## src/rtl/hr_ser_pkg.sv

```systemverilog
// -----------------------------------------------------------------------------
// hr_ser_pkg
// Purpose : Shared types and constants for the half-rate lane serializer.
//           It is imported by the interface and the top-level module.
// Contents: ser_mode_e - pattern select applied at word boundaries
//           PRBS_SEED  - PRBS7 generator state after reset and on PRBS7 entry
// -----------------------------------------------------------------------------
package hr_ser_pkg;

  typedef enum logic [1:0] {
    SER_DATA  = 2'd0,
    SER_PRBS7 = 2'd1,
    SER_CLK   = 2'd2,
    SER_ZERO  = 2'd3
  } ser_mode_e;

  localparam logic [6:0] PRBS_SEED = 7'h7F;

endpackage

```

## src/rtl/hr_ser_lane_array_if.sv

```systemverilog
// -----------------------------------------------------------------------------
// hr_ser_lane_array_if
// Purpose : Groups the load handshake, control and serial output signals of
//           hr_ser_lane_array into one bundle.
// Signals : din/din_valid/din_ready - parallel word load handshake
//           mode, lane_en, clr_status - control inputs
//           dout_e/dout_o            - per-lane even/odd output pair
//           underflow, word_cnt      - status outputs
// Modports: master - the word source and controller (drives din, mode, ...)
//           slave  - the serializer itself
// -----------------------------------------------------------------------------
interface hr_ser_lane_array_if
  import hr_ser_pkg::*;
#(
  parameter int LANES = 4,
  parameter int RATIO = 4,
  parameter int CNT_W = 16
);

  logic [LANES*RATIO-1:0] din;
  logic                   din_valid;
  logic                   din_ready;
  ser_mode_e              mode;
  logic [LANES-1:0]       lane_en;
  logic                   clr_status;
  logic [LANES-1:0]       dout_e;
  logic [LANES-1:0]       dout_o;
  logic                   underflow;
  logic [CNT_W-1:0]       word_cnt;

  modport master (
    output din, din_valid, mode, lane_en, clr_status,
    input  din_ready, dout_e, dout_o, underflow, word_cnt
  );

  modport slave (
    input  din, din_valid, mode, lane_en, clr_status,
    output din_ready, dout_e, dout_o, underflow, word_cnt
  );

endinterface

```

## src/rtl/hr_ser_lane.sv

```systemverilog
// -----------------------------------------------------------------------------
// hr_ser_lane
// Purpose : One output lane of the serializer. Holds the lane's RATIO-bit
//           slice, moves it two bits per cycle and presents the current pair.
// Ports   : clk_hr   - half-rate clock
//           rst      - synchronous active-high reset
//           i_load   - load i_slice this edge (word boundary)
//           i_slice  - this lane's slice of the incoming word (or idle zeros)
//           o_bitE   - earlier bit of the current pair (combinational)
//           o_bitO   - later bit of the current pair (combinational)
// -----------------------------------------------------------------------------
module hr_ser_lane #(
  parameter int RATIO     = 4,
  parameter bit MSB_FIRST = 1'b0
) (
  input  logic             clk_hr,
  input  logic             rst,
  input  logic             i_load,
  input  logic [RATIO-1:0] i_slice,
  output logic             o_bitE,
  output logic             o_bitO
);

  logic [RATIO-1:0] r_shift;

  // The next pair always sits at the end that leaves first, so the pair
  // select below is a fixed tap and only the shift direction depends on
  // the bit order.
  always_ff @(posedge clk_hr) begin
    if (rst) begin
      r_shift <= '0;
    end else if (i_load) begin
      r_shift <= i_slice;
    end else if (MSB_FIRST) begin
      r_shift <= r_shift << 2;
    end else begin
      r_shift <= r_shift >> 2;
    end
  end

  assign o_bitE = MSB_FIRST ? r_shift[RATIO-1] : r_shift[0];
  assign o_bitO = MSB_FIRST ? r_shift[RATIO-2] : r_shift[1];

endmodule

```

## src/rtl/hr_ser_lane_array.sv

```systemverilog
// -----------------------------------------------------------------------------
// hr_ser_lane_array
// Purpose : Half-rate N-lane serializer. Takes one LANES*RATIO-bit word every
//           RATIO/2 cycles and emits an (even, odd) bit pair per lane per
//           cycle, with idle fill on underflow and PRBS7/clock/zero patterns.
// Ports   : clk_hr - half-rate clock, all logic on its rising edge
//           rst    - synchronous active-high reset
//           bus    - hr_ser_lane_array_if slave: din/din_valid/din_ready,
//                    mode, lane_en, clr_status, dout_e/dout_o, underflow,
//                    word_cnt
// -----------------------------------------------------------------------------
module hr_ser_lane_array
  import hr_ser_pkg::*;
#(
  parameter int LANES     = 4,
  parameter int RATIO     = 4,
  parameter bit MSB_FIRST = 1'b0,
  parameter int CNT_W     = 16
) (
  input  logic                 clk_hr,
  input  logic                 rst,
  hr_ser_lane_array_if.slave   bus
);

  localparam int P    = RATIO / 2;
  localparam int PH_W = $clog2(P);

  logic [PH_W-1:0]        r_ph;
  ser_mode_e              r_mode;
  logic [6:0]             r_prbs;
  logic [LANES-1:0]       r_doutE;
  logic [LANES-1:0]       r_doutO;
  logic                   r_underflow;
  logic [CNT_W-1:0]       r_wordCnt;

  logic                   w_boundary;
  logic [LANES*RATIO-1:0] w_loadWord;
  logic [LANES-1:0]       w_laneE;
  logic [LANES-1:0]       w_laneO;
  logic [LANES-1:0]       w_patE;
  logic [LANES-1:0]       w_patO;
  logic [6:0]             w_prbsNext;

  assign w_boundary    = (r_ph == PH_W'(P - 1));
  assign bus.din_ready = w_boundary;

  // A missing word at a boundary is replaced by all zeros (idle fill).
  assign w_loadWord = bus.din_valid ? bus.din : '0;

  for (genvar l = 0; l < LANES; l++) begin : g_lane
    hr_ser_lane #(
      .RATIO     (RATIO),
      .MSB_FIRST (MSB_FIRST)
    ) u_lane (
      .clk_hr  (clk_hr),
      .rst     (rst),
      .i_load  (w_boundary),
      .i_slice (w_loadWord[RATIO*l +: RATIO]),
      .o_bitE  (w_laneE[l]),
      .o_bitO  (w_laneO[l])
    );
  end

  // PRBS7 (x^7+x^6+1) stepped twice per cycle. Bit 6 is the older serial
  // bit and bit 5 the one after it, so the pair maps straight onto e/o.
  always_comb begin
    w_prbsNext = {r_prbs[4:0], r_prbs[6] ^ r_prbs[5], r_prbs[5] ^ r_prbs[4]};
  end

  // Output pattern selection uses the mode latched with the word now being
  // shifted, so a mode change never splits a word.
  always_comb begin
    w_patE = '0;
    w_patO = '0;
    case (r_mode)
      SER_DATA: begin
        w_patE = w_laneE;
        w_patO = w_laneO;
      end
      SER_PRBS7: begin
        w_patE = {LANES{r_prbs[6]}};
        w_patO = {LANES{r_prbs[5]}};
      end
      SER_CLK: begin
        w_patE = '1;
        w_patO = '0;
      end
      default: begin
        w_patE = '0;
        w_patO = '0;
      end
    endcase
  end

  // Phase counter and registered outputs. lane_en gates the registered pair
  // directly so disabling a lane takes effect on the very next edge.
  always_ff @(posedge clk_hr) begin
    if (rst) begin
      r_ph    <= PH_W'(P - 1);
      r_doutE <= '0;
      r_doutO <= '0;
    end else begin
      r_ph    <= w_boundary ? '0 : r_ph + PH_W'(1);
      r_doutE <= w_patE & bus.lane_en;
      r_doutO <= w_patO & bus.lane_en;
    end
  end

  // Mode latch, PRBS state and word counter. The generator only runs while
  // it is feeding the outputs and restarts from the seed whenever PRBS7 is
  // newly entered, so every PRBS7 run begins with the same sequence.
  always_ff @(posedge clk_hr) begin
    if (rst) begin
      r_mode    <= SER_DATA;
      r_prbs    <= PRBS_SEED;
      r_wordCnt <= '0;
    end else begin
      if (r_mode == SER_PRBS7) begin
        r_prbs <= w_prbsNext;
      end
      if (w_boundary) begin
        r_mode    <= bus.mode;
        r_wordCnt <= r_wordCnt + CNT_W'(1);
        if ((bus.mode == SER_PRBS7) && (r_mode != SER_PRBS7)) begin
          r_prbs <= PRBS_SEED;
        end
      end
    end
  end

  // Sticky underflow: a new underflow wins over a clear in the same cycle.
  always_ff @(posedge clk_hr) begin
    if (rst) begin
      r_underflow <= 1'b0;
    end else if (w_boundary && !bus.din_valid) begin
      r_underflow <= 1'b1;
    end else if (bus.clr_status) begin
      r_underflow <= 1'b0;
    end
  end

  assign bus.dout_e    = r_doutE;
  assign bus.dout_o    = r_doutO;
  assign bus.underflow = r_underflow;
  assign bus.word_cnt  = r_wordCnt;

endmodule

```

## src/flat_wrapper.sv

```systemverilog
// flat-port wrapper written by rule: the top's interface ports become plain ports
module hr_ser_lane_array_flat import hr_ser_pkg::*;
#(
  parameter int LANES     = 4,
  parameter int RATIO     = 4,
  parameter bit MSB_FIRST = 1'b0,
  parameter int CNT_W     = 16
)
  (clk_hr, rst, bus_din, bus_din_valid, bus_mode, bus_lane_en, bus_clr_status, bus_din_ready, bus_dout_e, bus_dout_o, bus_underflow, bus_word_cnt);
  hr_ser_lane_array_if #(.LANES(LANES), .RATIO(RATIO), .CNT_W(CNT_W)) bus_i ();
  input  logic clk_hr;
  input  logic rst;
  input wire logic [$bits(bus_i.din)-1:0] bus_din;
  input wire logic [$bits(bus_i.din_valid)-1:0] bus_din_valid;
  input wire logic [$bits(bus_i.mode)-1:0] bus_mode;
  input wire logic [$bits(bus_i.lane_en)-1:0] bus_lane_en;
  input wire logic [$bits(bus_i.clr_status)-1:0] bus_clr_status;
  output wire logic [$bits(bus_i.din_ready)-1:0] bus_din_ready;
  output wire logic [$bits(bus_i.dout_e)-1:0] bus_dout_e;
  output wire logic [$bits(bus_i.dout_o)-1:0] bus_dout_o;
  output wire logic [$bits(bus_i.underflow)-1:0] bus_underflow;
  output wire logic [$bits(bus_i.word_cnt)-1:0] bus_word_cnt;
  assign bus_i.din = bus_din;
  assign bus_i.din_valid = bus_din_valid;
  assign bus_i.mode = bus_mode;
  assign bus_i.lane_en = bus_lane_en;
  assign bus_i.clr_status = bus_clr_status;
  assign bus_din_ready = bus_i.din_ready;
  assign bus_dout_e = bus_i.dout_e;
  assign bus_dout_o = bus_i.dout_o;
  assign bus_underflow = bus_i.underflow;
  assign bus_word_cnt = bus_i.word_cnt;
  hr_ser_lane_array #(.LANES(LANES), .RATIO(RATIO), .MSB_FIRST(MSB_FIRST), .CNT_W(CNT_W)) u_core (.clk_hr(clk_hr), .rst(rst), .bus(bus_i));
endmodule
```

## config.mk

```make
export PLATFORM = sky130hd
export DESIGN_NAME = hr_ser_lane_array_flat
export DESIGN_NICKNAME = d
export VERILOG_FILES = /design/src/rtl/hr_ser_pkg.sv /design/src/rtl/hr_ser_lane_array_if.sv /design/src/rtl/hr_ser_lane.sv /design/src/rtl/hr_ser_lane_array.sv /design/src/flat_wrapper.sv
export SDC_FILE = /design/constraint.sdc
export NUM_CORES = 1
export LEC_CHECK = 0
export ABC_AREA = 1
export CAP_MARGIN = 10
export CORE_MARGIN = 2
export CORE_UTILIZATION = 47
export DETAILED_ROUTE_END_ITERATION = 7
export PLACE_DENSITY = 0.83
export SLEW_MARGIN = 20
export SYNTH_ARGS = -nofsm -noshare
export SYNTH_HDL_FRONTEND = slang
export SYNTH_SLANG_ARGS = --single-unit
```

## constraint.sdc

```tcl
create_clock -name clk_hr -period 2 [get_ports clk_hr]
set_input_delay 0.6 -clock clk_hr [delete_from_list [all_inputs] [get_ports clk_hr]]
set_output_delay 0.6 -clock clk_hr [all_outputs]
set_load 0.005 [all_outputs]
```

==> results of run 1 <==
## cells in the mapped netlist (2+ instances only)
library cell  count  area, sq um
a21oi_1          17        85.08
buf_2             3        15.01
buf_6             2        22.52
dfxtp_1          51         1021
inv_1            45        168.9
inv_2             2        7.510
nand2_1          48        180.2
nand2_2           3        18.77
nand3_1          12        60.06
nor2_1           27        101.4
nor2_2            3        18.77
nor2_4            3        33.78
nor3_1            3        15.01
o211ai_1          6        45.04
o21ai_0           6        30.03
o21ai_1           2        10.01
o22ai_1           9        56.30
## layout make-up
type / count / share of cell area (%)
Inverter: 47 / 6.583
Clock buffer: 5 / 2.568
Sequential cell: 51 / 38.10
Timing Repair Buffer: 55 / 20.17
Tap cell: 50 / 2.334
Clock inverter: 2 / 1.401
Multi-Input combinational cell: 150 / 28.85
## metrics by stage
stage                     area (sq um)  setup slack [ps]
after floorplan                   2016             690.4
after global placement            2574             236.4
after detailed placement          2574             202.1
after CTS                         2680             90.72
after global routing              2680             58.69
final                             2680             104.7
## cells by family after synthesis
group,after synthesis,synth area share [%]
AO/OA/AOI/OAI,43,12.79
XOR/XNOR,1,0.4346
adder cells (fa/ha/maj),1,0.6206
buffers and inverters,53,10.99
flip-flops,51,50.65
AND/OR/NAND/NOR,105,24.52
## layer usage
layer,routed length (um),track usage (%),up-vias,share of wire [%]
li1,-,-,909,-
met1,1899,24.48,792,44
met2,2058,30.13,54,48
met3,234,4.942,9,5.5
met4,80,6.318,0,1.9
met5,0,0,-,0
## flip-flops by register name, indices dropped and copies added (netlist names)
register,count
u_core.bus.underflow,1
u_core.bus.word_cnt,16
u_core.g_lane.u_lane.r_shift,16
u_core.bus.dout_o,4
u_core.r_prbs,7
u_core.r_mode,2
u_core.bus.dout_e,4
u_core.bus.din_ready,1
## where the power goes
group	total (W)	internal, W	switching [W]
clock	0.000689	0.000365	0.000323
combinational	0.000210	0.000110	0.0000993
sequential	0.00108	0.00106	0.0000218
## worst paths after layout
path,from,end,slack (ps)
worst max-delay path,u_core.bus.word_cnt[2],bus_word_cnt[2],100
worst min-delay path,u_core.g_lane[1].u_lane.r_shift[1],u_core.bus.dout_o[1],440
worst max register to register,u_core.bus.word_cnt[1],u_core.bus.word_cnt[12],560
worst min register to register,u_core.g_lane[1].u_lane.r_shift[1],u_core.bus.dout_o[1],440
## tightest hold or removal path, cell delays in order (launching register included)
cell	delay [ps]
dfxtp_1	300
nand2_1	60
a21oi_1	50
==> impl_results.md, run 1 <==
- Status: complete, no violations
- Tcrit/Tclk final: 94.76%
- R2r worst-path depth: 6
- RSZ-0062 raised after global routing: no
- Crit. path cell count: 1
- Startpoint types: flip-flop
- Peak VDD IR: 0.5793 mV
- Min Tclk post-route: 1895 ps
- Initial antenna violation count: 0
- DPL Wire Length: 3.173 mm
- DIE AREA: 0.004829 sq mm
- Arr. time, crit path: 1300 ps
- Slew Limit Fails: 0
- Seq/Total Area, Yosys: 50.65%
- Largest net degree at the start of global routing: 17
- Inst Count DP: 353
- Vias: 1,764
- # port buffers: 51
- Power Density: 737.3 mW/mm^2
- Worst hold margin: 443.4 ps
- Root Driver: clkbuf_8
- Largest fanout on the critical path: 5
- Drt pass-1 iters: 4
- Synthesized cell area: 0.002016 sq mm
- H-tree depth: 2
- Crit path max-delay family: buffers and inverters
- Worst Hold Class: reg -> reg
- Number of diodes: 0
- Yosys warning total: 0
- Post-synth EDFFs: 0
- FMAX: 527.6 MHz
- Hold_buf cts: 0
- Sequential cell area: 0.001021 sq mm
- CP Buf/Inv Count: 1
- Final Non-Filler Cells: 360
- Worst-path clk slew: 90 ps
- Setup TNS: 0 ps
- Vias in the first global route: 1,600
- Fraction of registers with async set/reset: 0%
- Detail Route Antenna Nets: 0
- Worst-margin pin slew: 354.2 ps
- P&R area growth vs syn: 32.96%
- Crit-path max cell delay: 540 ps
- FILL cells: 327
- Maxcap violations: 0
- First-pass GRT wire length: 7.245 mm
- Tot Pwr: 0.001976 W
- Worst-skew pair later-pin latency: 300 ps
- Most frequent cells in the layout: 51 x clkdlybuf4s50_1, 51 x dfxtp_1, 48 x nand2_1
- IO Pins: 52
- Yosys reg bits: 51
- CTS buffer count: 5
- Initial DRC Count: 99
- Hold-critical path depth: 2
- Setup crit end kind: output port
- Syn avg cell area: 7.936 sq um
- Setup-failing EPs final: 0
- Row Count: 23
- Clock Tree Buf Depth: 2
- Post-synth cell types: 29
- Congestion Overflow GR: 0
- GP Congestion: 0.8150
- Critical path cell sequence: clkdlybuf4s50_1
- Hold Vio Cnt, Final: 0
- Via density: 4.900
- Data required time at the worst endpoint: 1400 ps
- Clk_skew: 9.303 ps
- Die Ht: 69.49 um
- Final Util: 66.05%
- Setup Crit Path Kind: reg -> out
- Initial Util: 49.68%
- Gate Count Post-Synth: 254
- Width of the die: 69.49 um
- CTS tree: yes
- Core area: 0.004058 sq mm
- Clock Sink Count: 51
- Area of the multi-input gates: 773.2 sq um
- Max-slew headroom: 76.39%
- Post-CTS Setup Repair Bufs: 0
- Primary FF master, synth: dfxtp_1
- Wirelength per Cell: 11.87 um
- Resized Gates After CTS: 0
- Final wirelength: 4.272 mm
- NumNets Final: 337
- Tot GR Track Use: 18.77%
- Mapped Nets: 281
- Share of layout cells above drive strength 1: 8.387%
- Max stage delay cell, worst path: clkdlybuf4s50_1
- Pleak: 1.137 nW
- Drc violations: 0
No activity file was read; power rests on OpenSTA's default activity.
==> run 2: changes to the inputs <==
--- a/config.mk
+++ b/config.mk
@@ -11,6 +11,7 @@
 export CORE_UTILIZATION = 47
 export DETAILED_ROUTE_END_ITERATION = 7
 export PLACE_DENSITY = 0.83
+export SKIP_LAST_GASP = 1
 export SLEW_MARGIN = 20
 export SYNTH_ARGS = -nofsm -noshare
 export SYNTH_HDL_FRONTEND = slang
==> results of run 2 <==
The final DEF is identical to that of run 1; final timing and power are the same.
==> run 3: changes to the inputs <==
--- a/config.mk
+++ b/config.mk
@@ -6,7 +6,6 @@
 export NUM_CORES = 1
 export LEC_CHECK = 0
 export ABC_AREA = 1
-export CAP_MARGIN = 10
 export CORE_MARGIN = 2
 export CORE_UTILIZATION = 47
 export DETAILED_ROUTE_END_ITERATION = 7
==> results of run 3 <==
The final DEF is identical to that of run 1; final timing and power are the same.
